===== src/rtl/ga_alu_arbiter_if.sv =====
// Shared GA types and the requester-side bus of ga_alu_arbiter.
// ga_pkg holds the operation encoding and the multivector layout used by ga_alu.
// ga_alu_arbiter_if bundles the per-requester request/response handshake;
// the requesters sit on the master modport and the arbiter on the slave modport.

package ga_pkg;

   // Operation selector understood by ga_alu.
   typedef enum logic [2:0] {
      GA_ADD     = 3'd0,
      GA_SUB     = 3'd1,
      GA_GEOM    = 3'd2,
      GA_OUTER   = 3'd3,
      GA_INNER   = 3'd4,
      GA_REVERSE = 3'd5,
      GA_DUAL    = 3'd6,
      GA_INV     = 3'd7
   } ga_funct_e;

   // Full 3D multivector: scalar, vector, bivector and pseudoscalar parts.
   typedef struct packed {
      logic [15:0] scalar;
      logic [15:0] e1;
      logic [15:0] e2;
      logic [15:0] e3;
      logic [15:0] e12;
      logic [15:0] e23;
      logic [15:0] e31;
      logic [15:0] e123;
   } ga_multivector_t;

endpackage

interface ga_alu_arbiter_if #(
   parameter int NumReq = 2
);
   import ga_pkg::*;

   logic            [NumReq-1:0] req_valid;
   logic            [NumReq-1:0] req_ready;
   ga_funct_e       [NumReq-1:0] req_op;
   ga_multivector_t [NumReq-1:0] req_a;
   ga_multivector_t [NumReq-1:0] req_b;
   logic            [NumReq-1:0] rsp_valid;
   logic            [NumReq-1:0] rsp_ready;
   ga_multivector_t              rsp_result;
   logic                         rsp_error;

   modport master (
      output req_valid, req_op, req_a, req_b, rsp_ready,
      input  req_ready, rsp_valid, rsp_result, rsp_error
   );

   modport slave (
      input  req_valid, req_op, req_a, req_b, rsp_ready,
      output req_ready, rsp_valid, rsp_result, rsp_error
   );

endinterface


===== src/rtl/ga_alu_arbiter.sv =====
// ga_alu_arbiter: round-robin sharing of one ga_alu between NumReq requesters.
// IDLE picks a requester and latches its operands, ISSUE drives the ALU
// valid/ready handshake, WAIT counts out the ALU latency and captures the
// result, RESP holds the result for the winner until it is taken.
// Integration: drive ga_alu rst_ni with ~rst_i so both blocks reset together.
// Optional feature macro: GA_ALU_ARB_TIMEOUT_EN enables an ISSUE watchdog that
// ends a stalled handshake after TimeoutCycles with an error response.

module ga_alu_arbiter
   import ga_pkg::*;
#(
   parameter int NumReq        = 2,
   parameter int AluLatency    = 2,
   parameter int TimeoutCycles = 15
) (
   input  logic            clk_i,
   input  logic            rst_i,
   ga_alu_arbiter_if.slave bus,
   output logic            alu_valid_o,
   input  logic            alu_ready_i,
   output ga_funct_e       alu_op_o,
   output ga_multivector_t alu_a_o,
   output ga_multivector_t alu_b_o,
   input  ga_multivector_t alu_result_i,
   input  logic            alu_error_i,
   output logic            busy_o
);

   localparam int IdxW = (NumReq > 1) ? $clog2(NumReq) : 1;
   // One counter serves both the WAIT latency countdown and the ISSUE
   // watchdog, since the two states never overlap.
   localparam int CntMax = (AluLatency > TimeoutCycles) ? AluLatency : TimeoutCycles;
   localparam int CntW   = $clog2(CntMax + 1);

   typedef enum logic [1:0] {
      ST_IDLE  = 2'd0,
      ST_ISSUE = 2'd1,
      ST_WAIT  = 2'd2,
      ST_RESP  = 2'd3
   } state_e;

   state_e          state_q, state_d;
   logic [IdxW-1:0] ptr_q, ptr_d;
   logic [IdxW-1:0] gnt_q, gnt_d;
   logic [CntW-1:0] cnt_q, cnt_d;
   logic [NumReq-1:0] req_ready_q, req_ready_d;
   logic [NumReq-1:0] rsp_valid_q, rsp_valid_d;
   logic            alu_valid_q, alu_valid_d;
   logic            rsp_error_q, rsp_error_d;
   logic            busy_q, busy_d;
   ga_funct_e       op_q, op_d;
   ga_multivector_t a_q, a_d;
   ga_multivector_t b_q, b_d;
   ga_multivector_t result_q, result_d;

   logic            sel_found;
   logic [IdxW-1:0] sel_idx;

   function automatic logic [NumReq-1:0] idx_to_onehot(input logic [IdxW-1:0] idx);
      logic [NumReq-1:0] oh;
      oh      = '0;
      oh[idx] = 1'b1;
      return oh;
   endfunction

   // Round-robin pick: first requesting index at or after the pointer, wrapping.
   always_comb begin
      int   cand;
      logic hit;
      sel_found = 1'b0;
      sel_idx   = '0;
      cand      = 0;
      hit       = 1'b0;
      for (int i = 0; i < NumReq; i++) begin
         cand      = ((int'(ptr_q) + i) >= NumReq) ? (int'(ptr_q) + i - NumReq) : (int'(ptr_q) + i);
         hit       = !sel_found && bus.req_valid[IdxW'(cand)];
         sel_idx   = hit ? IdxW'(cand) : sel_idx;
         sel_found = sel_found | hit;
      end
   end

   // Next-state and next-output logic for the arbitration FSM.
   always_comb begin
      state_d     = state_q;
      ptr_d       = ptr_q;
      gnt_d       = gnt_q;
      cnt_d       = cnt_q;
      req_ready_d = '0;
      rsp_valid_d = rsp_valid_q;
      alu_valid_d = 1'b0;
      rsp_error_d = rsp_error_q;
      op_d        = op_q;
      a_d         = a_q;
      b_d         = b_q;
      result_d    = result_q;

      case (state_q)
         ST_IDLE: begin
            if (sel_found) begin
               state_d              = ST_ISSUE;
               gnt_d                = sel_idx;
               ptr_d                = (sel_idx == IdxW'(NumReq - 1)) ? '0 : sel_idx + 1'b1;
               req_ready_d          = idx_to_onehot(sel_idx);
               op_d                 = bus.req_op[sel_idx];
               a_d                  = bus.req_a[sel_idx];
               b_d                  = bus.req_b[sel_idx];
               cnt_d                = '0;
            end else begin
               state_d = ST_IDLE;
            end
         end

         ST_ISSUE: begin
            if (alu_valid_q && alu_ready_i) begin
               // Handshake cycle: the result is due AluLatency cycles from here.
               state_d = ST_WAIT;
               cnt_d   = CntW'(AluLatency - 1);
`ifdef GA_ALU_ARB_TIMEOUT_EN
            end else if (alu_valid_q && (cnt_q == CntW'(TimeoutCycles))) begin
               // ALU never accepted: answer the requester with an error.
               state_d     = ST_RESP;
               rsp_valid_d = idx_to_onehot(gnt_q);
               result_d    = '0;
               rsp_error_d = 1'b1;
            end else begin
               alu_valid_d = 1'b1;
               cnt_d       = alu_valid_q ? cnt_q + 1'b1 : cnt_q;
            end
`else
            end else begin
               alu_valid_d = 1'b1;
            end
`endif
         end

         ST_WAIT: begin
            if (cnt_q == '0) begin
               state_d     = ST_RESP;
               rsp_valid_d = idx_to_onehot(gnt_q);
               result_d    = alu_result_i;
               rsp_error_d = alu_error_i;
            end else begin
               cnt_d = cnt_q - 1'b1;
            end
         end

         ST_RESP: begin
            // Only the winner's accept matters; everyone else is ignored.
            if (bus.rsp_ready[gnt_q]) begin
               state_d     = ST_IDLE;
               rsp_valid_d = '0;
            end else begin
               state_d = ST_RESP;
            end
         end

         default: begin
            state_d     = ST_IDLE;
            rsp_valid_d = '0;
         end
      endcase

      busy_d = (state_d != ST_IDLE);
   end

   // State and output registers with synchronous reset.
   always_ff @(posedge clk_i) begin
      if (rst_i) begin
         state_q     <= ST_IDLE;
         ptr_q       <= '0;
         gnt_q       <= '0;
         cnt_q       <= '0;
         req_ready_q <= '0;
         rsp_valid_q <= '0;
         alu_valid_q <= 1'b0;
         rsp_error_q <= 1'b0;
         busy_q      <= 1'b0;
         op_q        <= GA_ADD;
         a_q         <= '0;
         b_q         <= '0;
         result_q    <= '0;
      end else begin
         state_q     <= state_d;
         ptr_q       <= ptr_d;
         gnt_q       <= gnt_d;
         cnt_q       <= cnt_d;
         req_ready_q <= req_ready_d;
         rsp_valid_q <= rsp_valid_d;
         alu_valid_q <= alu_valid_d;
         rsp_error_q <= rsp_error_d;
         busy_q      <= busy_d;
         op_q        <= op_d;
         a_q         <= a_d;
         b_q         <= b_d;
         result_q    <= result_d;
      end
   end

   assign bus.req_ready  = req_ready_q;
   assign bus.rsp_valid  = rsp_valid_q;
   assign bus.rsp_result = result_q;
   assign bus.rsp_error  = rsp_error_q;
   assign alu_valid_o    = alu_valid_q;
   assign alu_op_o       = op_q;
   assign alu_a_o        = a_q;
   assign alu_b_o        = b_q;
   assign busy_o         = busy_q;

endmodule


===== src/flat_wrapper.sv =====
// flat-port wrapper written by rule: the top's interface ports become plain ports
module ga_alu_arbiter_flat import ga_pkg::*;
#(
   parameter int NumReq        = 2,
   parameter int AluLatency    = 2,
   parameter int TimeoutCycles = 15
)
  (clk_i, rst_i, alu_valid_o, alu_ready_i, alu_op_o, alu_a_o, alu_b_o, alu_result_i, alu_error_i, busy_o, bus_req_valid, bus_req_op, bus_req_a, bus_req_b, bus_rsp_ready, bus_req_ready, bus_rsp_valid, bus_rsp_result, bus_rsp_error);
  ga_alu_arbiter_if #(.NumReq(NumReq)) bus_i ();
  input  logic clk_i;
  input  logic rst_i;
  output logic alu_valid_o;
  input  logic alu_ready_i;
  output ga_funct_e alu_op_o;
  output ga_multivector_t alu_a_o;
  output ga_multivector_t alu_b_o;
  input  ga_multivector_t alu_result_i;
  input  logic alu_error_i;
  output logic busy_o;
  input wire logic [$bits(bus_i.req_valid)-1:0] bus_req_valid;
  input wire logic [$bits(bus_i.req_op)-1:0] bus_req_op;
  input wire logic [$bits(bus_i.req_a)-1:0] bus_req_a;
  input wire logic [$bits(bus_i.req_b)-1:0] bus_req_b;
  input wire logic [$bits(bus_i.rsp_ready)-1:0] bus_rsp_ready;
  output wire logic [$bits(bus_i.req_ready)-1:0] bus_req_ready;
  output wire logic [$bits(bus_i.rsp_valid)-1:0] bus_rsp_valid;
  output wire logic [$bits(bus_i.rsp_result)-1:0] bus_rsp_result;
  output wire logic [$bits(bus_i.rsp_error)-1:0] bus_rsp_error;
  assign bus_i.req_valid = bus_req_valid;
  assign bus_i.req_op = bus_req_op;
  assign bus_i.req_a = bus_req_a;
  assign bus_i.req_b = bus_req_b;
  assign bus_i.rsp_ready = bus_rsp_ready;
  assign bus_req_ready = bus_i.req_ready;
  assign bus_rsp_valid = bus_i.rsp_valid;
  assign bus_rsp_result = bus_i.rsp_result;
  assign bus_rsp_error = bus_i.rsp_error;
  ga_alu_arbiter #(.NumReq(NumReq), .AluLatency(AluLatency), .TimeoutCycles(TimeoutCycles)) u_core (.clk_i(clk_i), .rst_i(rst_i), .bus(bus_i), .alu_valid_o(alu_valid_o), .alu_ready_i(alu_ready_i), .alu_op_o(alu_op_o), .alu_a_o(alu_a_o), .alu_b_o(alu_b_o), .alu_result_i(alu_result_i), .alu_error_i(alu_error_i), .busy_o(busy_o));
endmodule

===== config.mk =====
export PLATFORM = sky130hd
export DESIGN_NAME = ga_alu_arbiter_flat
export DESIGN_NICKNAME = d
export VERILOG_FILES = /design/src/rtl/ga_alu_arbiter_if.sv /design/src/rtl/ga_alu_arbiter.sv /design/src/flat_wrapper.sv
export SDC_FILE = /design/constraint.sdc
export NUM_CORES = 1
export LEC_CHECK = 0
export BUFFER_PORTS_ARGS = -buffer_cell sky130_fd_sc_hd__clkbuf_2
export CAP_MARGIN = 15
export CORE_AREA = 4 4 403 405
export CTS_CLUSTER_SIZE = 25
export DETAILED_ROUTE_END_ITERATION = 7
export DIE_AREA = 0 0 407 409
export GPL_ROUTABILITY_DRIVEN = 0
export HOLD_SLACK_MARGIN = 0.1
export PLACE_DENSITY = 0.3
export SLEW_MARGIN = 40
export SYNTH_ARGS = -nofsm -noshare
export SYNTH_HDL_FRONTEND = slang
export SYNTH_SLANG_ARGS = --single-unit
export TNS_END_PERCENT = 20

===== constraint.sdc =====
create_clock -name clk_i -period 3.2 [get_ports clk_i]
set_input_delay 0.16 -clock clk_i [delete_from_list [all_inputs] [get_ports clk_i]]
set_output_delay 0.16 -clock clk_i [all_outputs]
set_load 0.005 [all_outputs]

==> metrics, run 1 <==
vias per cell=3.47; # rows=146; leakage power=14.2 nW; io pins=1,048; Avg WL per Cell=18.1 um; Stages on worst setup path=6; Post-Synthesis Cell Area=0.0163 mm2; DRC Markers=0; Die Wd=407 um; clock slew at reported path FFs=0.06 ns; PwrDens=461 mW/mm2; Pre-antenna DRT Iters=5; top-count cell post-synth=dfxtp_1; Max stage delay on crit path=0.61 ns; root buffer cell=clkbuf_16; sequential-to-total area share from yosys stat=0.494; via count=19,500; share of layout cells above drive strength 1=0.338; Finished Layout Cells=5,617; kind of critical path=reg -> reg; max_slew headroom=0.475; post_cts resized=0; Synth area leader=dfxtp_1; final worst path period share=0.882; Worst-Margin Slew=0.788 ns; worst clock skew=0.0241 ns; vias in the first global route=20,700; final setup violation count=0; RR Endpoint=u_core.alu_b_o[47]; Area Growth Syn to Fin=102%; Yosys top cell area share=0.494; ys flop type=dfxtp_1; DRT antenna net count=0; fin util=0.208; synthesized area per cell=9.06 um2; CTS Buf Count=55; Post-CTS Hold Buffers=699; Synth area leaders=dfxtp_1 (49%), mux2i_1 (16%), a211oi_1 (12%); Critical Path Source Type=flip-flop; initial core utilization=0.103; delay-heaviest family, CP=buffers and inverters; Final Hold Viols=0; Clk Latency, worst-skew pair=0.63 ns; dpl hpwl=79,300 um; CORE AREA=0.158 mm2; CP cell instances=buf_12 -> buf_4 -> mux2i_1 -> dlygate4sd3_1 -> a211oi_1 -> dlygate4sd3_1; synth warn=0; fraction of registers with async set/reset=0; Chip Height=409 um; Die ar.=0.166 mm2; Detailed Route WL=101,000 um; max-cap violations=0; Layout Nets=4,154; cell mode on critical path=dlygate4sd3_1; max-slew violations=0; Fill cells=17,700; Netlist cell types=34; clk sinks=402; outcome=finished clean; RSZ-0062 raised after global routing=false; CP bufs+invs=4; net count after synthesis=2,457; worst vdd ir=0.351 mV; post-layout minimum cycle time=2.82 ns; Worst Path Max Fanout=27; GRT Util Overall=0.116; Inst Count DP=4,809; worst hold margin=0.145 ns; Reg2Reg Setup Slack=0.38 ns; Worst Path Arrival=3.34 ns; Hold WC Path Type=in -> reg; crit end category=flip-flop; CP max stage cell=dfxtp_4; Congestion Overflow GR=0; Reg2Reg Depth=6; initial antenna violation count=32; Crit Reg-Reg Startpoint=u_core.ptr_q; synth cell count leaders=dfxtp_1 (402), nand2_1 (264), nor2_1 (261), a211oi_1 (260), mux2i_1 (260); post-CTS setup buffers=0; H-tree depth=2; Max Fclk=354 MHz; initial detailed-routing violation count=708; Critical Path Start=u_core.ptr_q; PortBufs=1,046; Seq cells post-synth=402; CTS max path bufs=3; first-pass GRT wire length=142,000 um; CTS tree=built; TNS Setup=0 ns; largest net degree at the start of global routing=92; Cells after Synth=1,796; EDFF count, synth=0; Worst Setup EP=u_core.alu_b_o[47]; critical path required time=3.72 ns
power by group:
group | internal [mW] | leakage, nW | switching (mW)
Combinational | 1.84 | 9.98 | 1.52
Sequential | 5.33 | 3.30 | 0.201
Clock | 3.74 | 0.898 | 2.55
Total | 10.9 | 14.2 | 4.27
layout by cell type, fill, tap and decap left out, drive strengths merged, types with 7 or more instances in the layout:
master and instances:
dfxtp 402, diode 11, dlygate4sd3 699, inv 9, a211oi 260, nor2 261, nand2 264, buf 59
clkinv 14, a21oi 133, ha 7, clkbuf 1123, mux2i 260
cells by family after synthesis:
kind of cell | synth area share
AO/OA/AOI/OAI | 0.167
multiplexers | 0.161
buffers and inverters | 0.0417
adder cells (fa/ha/maj) | 0.00538
flip-flops | 0.494
XOR/XNOR | 0.000538
AND/OR/NAND/NOR | 0.130
state kept, by name (all words and copies together) (netlist names), 2 cells and up:
register,cells
u_core.bus.rsp_result,128
u_core.bus.req_ready,2
u_core.bus.rsp_valid,2
u_core.state_q,2
u_core.alu_a_o,128
u_core.cnt_q,4
u_core.alu_op_o,3
u_core.alu_b_o,128
tightest hold or removal path: stages:
cell and delay (ns):
clkbuf_2 0.07, mux2i_1 0.19, a211oi_1 0.28
per-layer routing:
metal,up-vias,part of all wire,GRT usage
met2,609,0.51,0.209
met5,-,0.00012,0
met4,2,0.032,0.0417
met3,160,0.075,0.0354
met1,9032,0.39,0.127
li1,9713,-,-
layout make-up:
cell class              instances  area, um2  area share
repair buffers               1803      12800       0.390
flip-flops and latches        402       8050       0.244
multi-input cells            1223       7580       0.230
well taps                    2072       2590      0.0787
clock buffers                  78       1570      0.0478
clock inverters                20        244     0.00741
inverters                       8       30.0    0.000912
diodes                         11       27.5    0.000836
through the flow:
stage / setup WS, ns / total power [mW] / instance area [um2]
global placement: 0.888 / 8.14 / 24100
detailed placement: 0.915 / 8.14 / 24100
CTS: 0.299 / 15.6 / 32900
finish: 0.377 / 15.2 / 32900
floorplan: 1.26 / 6.71 / 16300
global route: 0.187 / 16.0 / 32900
worst min path at each step:
| stage | from | to | slack (ns) | cells after the start |
|---|---|---|---|---|
| global placement | alu_result_i[33] | u_core.bus.rsp_result[33] | 0.38 | 3 |
| detailed placement | alu_result_i[76] | u_core.bus.rsp_result[76] | 0.39 | 3 |
| finish | bus_req_b[220] | u_core.alu_b_o[92] | 0.15 | 3 |
| CTS | bus_req_b[93] | u_core.alu_b_o[93] | 0.14 | 4 |
| global route | bus_req_b[93] | u_core.alu_b_o[93] | 0.16 | 4 |
| floorplan | alu_error_i | u_core.bus.rsp_error | 0.30 | 2 |
(Power assumes the default switching activity.)
==> inputs of run 2 (changes only) <==
==> constraint.sdc (replaced) <==
create_clock -name clk_i -period 3.2 [get_ports clk_i]
set_input_delay 0.64 -clock clk_i [delete_from_list [all_inputs] [get_ports clk_i]]
set_output_delay 0.64 -clock clk_i [all_outputs]
set_load 0.005 [all_outputs]
==> run 2 against run 1 <==
Against the previous run:
- core utilization is 4.3 points lower
- global-route usage down 0.43 points
- sequential share of layout area grew 6.4 points
- worst setup slack improved by 0.48 ns
- largest power group unchanged
==> metrics, run 2 (synthesis results as in run 1) <==
outcome=finished clean (unchanged); clock slew at reported path FFs=0.06 ns (about the same); max-cap violations=0 (unchanged); Die Wd=407 um (unchanged); CORE AREA=0.158 mm2 (unchanged); Post-CTS Hold Buffers=0 (was 699); RSZ-0062 raised after global routing=false (unchanged); Detailed Route WL=98,200 um (was 101,000 um); placed cell area=0.0242 mm2 (was 0.0241 mm2); post-CTS setup buffers=0 (unchanged); dpl hpwl=79,400 um (was 79,300 um); TNS Setup=0 ns (unchanged); leakage power=11.2 nW (was 14.2 nW); Chip Height=409 um (unchanged); Avg WL per Cell=19.9 um (was 18.1 um); initial detailed-routing violation count=619 (was 708); Worst Path Max Fanout=48 (was 27); Worst Path Arrival=2.81 ns (was 3.34 ns); Congestion Overflow GR=0 (unchanged); max-slew violations=0 (unchanged); Hold WC Path Type=in -> reg (unchanged); commonest cells after routing, fill and taps aside=clkbuf_2 (1,045), dfxtp_1 (401), nand2_1 (264), nor2_1 (261) (was clkbuf_2 (1,045), dlygate4sd3_1 (699), dfxtp_1 (401), nand2_1 (264), nor2_1 (261)); vias per cell=3.40 (was 3.47); Die ar.=0.166 mm2 (unchanged); CTS Buf Count=54 (was 55); H-tree depth=2 (unchanged); max_slew headroom=0.483 (was 0.475); Worst-Margin Slew=0.776 ns (was 0.788 ns); root buffer cell=clkbuf_16 (unchanged); post_cts resized=0 (unchanged); CTS max path bufs=3 (unchanged); Pre-antenna DRT Iters=5 (unchanged); critical path required time=3.67 ns (was 3.72 ns); final worst path period share=0.731 (was 0.882); DRC Markers=0 (unchanged); worst clock skew=0.0179 ns (was 0.0241 ns); worst hold margin=0.221 ns (was 0.145 ns); Critical Path Source Type=flip-flop (unchanged); commonest non-fill, non-tap cell in the layout=clkbuf_2 (unchanged); Clk Latency, worst-skew pair=0.64 ns (was 0.63 ns); initial antenna violation count=39 (was 32); Fill cells=18,000 (was 17,700); worst vdd ir=0.323 mV (was 0.351 mV); post-route design area=0.0261 mm2 (was 0.0329 mm2); final setup violation count=0 (unchanged); initial core utilization=0.103 (unchanged); Layout Nets=3,462 (was 4,154); GRT Util Overall=0.112 (was 0.116); Max stage delay on crit path=0.67 ns (was 0.61 ns); # rows=146 (unchanged); share of layout cells above drive strength 1=0.423 (was 0.338); largest net degree at the start of global routing=72 (was 92); CP max stage cell=nand4bb_4 (was dfxtp_4); Area Growth Syn to Fin=60.1% (was 102%); clk sinks=402 (unchanged); vias in the first global route=16,800 (was 20,700); io pins=1,048 (unchanged); CP cell instances=inv_1 -> ha_1 -> nand4bb_4 -> buf_12 -> nand2_1 -> a21oi_1 (was buf_12 -> buf_4 -> mux2i_1 -> dlygate4sd3_1 -> a211oi_1 -> dlygate4sd3_1); power consumption=14.3 mW (was 15.2 mW); crit end category=flip-flop (unchanged); PortBufs=1,046 (unchanged); PwrDens=548 mW/mm2 (was 461 mW/mm2); via count=16,800 (was 19,500); Max Fclk=427 MHz (was 354 MHz); post-layout minimum cycle time=2.34 ns (was 2.82 ns); DRT antenna net count=0 (unchanged); CTS tree=built (unchanged); kind of critical path=reg -> reg (unchanged); first-pass GRT wire length=132,000 um (was 142,000 um); Final Hold Viols=0 (unchanged)
==> run 2: routing by layer <==
layer	share of wire	GRT usage	wire length [um]	vias up
met5	0.00062	0	61	-
met4	0.022	0.0295	2140	10
met3	0.085	0.0366	8360	135
met2	0.51	0.204	50500	584
met1	0.38	0.123	37100	7658
li1	-	-	-	8366
==> run 2: area by class of cell <==
class	count	area (um2)	area share
Tap cell	2072	2590	0.0994
Timing Repair Buffer	1112	5950	0.228
Sequential cell	402	8050	0.309
Multi-Input combinational cell	1223	7580	0.291
Antenna cell	14	35.0	0.00134
Clock inverter	16	211	0.00811
Clock buffer	83	1620	0.0621
Inverter	8	30.0	0.00115
==> run 2: final timing paths <==
path                                   from                   endpoint  slack (ns)  cells after the start
hold reg to reg   u_core.bus.rsp_result[49]  u_core.bus.rsp_result[49]        0.45                      2
setup / recovery          u_core.state_q[0]  u_core.bus.rsp_result[70]        0.86                      6
hold / removal             alu_result_i[43]  u_core.bus.rsp_result[43]        0.22                      3
setup reg to reg          u_core.state_q[0]  u_core.bus.rsp_result[70]        0.86                      6
==> run 2: worst max-delay path, delay by kind of cell, from the launching register on <==
kind	cells	cell delay (ns)
buffers and inverters	2	0.57
AOI/OAI and AO/OA	1	0.06
adders and majority gates	1	0.39
DFF	1	0.35
and+or+nand+nor	2	0.77
==> run 2: where the power goes <==
group | switching, mW | internal (mW)
combinational | 1.34 | 1.08
clock | 2.57 | 3.73
sequential | 0.214 | 5.33
==> run 2: metrics by stage <==
step | utilization | cells | setup slack [ns]
after floorplan | - | 1796 | 1.26
after global placement | 0.153 | 4817 | 0.861
after detailed placement | 0.153 | 4817 | 0.864
after CTS | 0.164 | 4916 | 0.837
after global routing | 0.164 | 4920 | 0.684
final | 0.165 | 4930 | 0.861
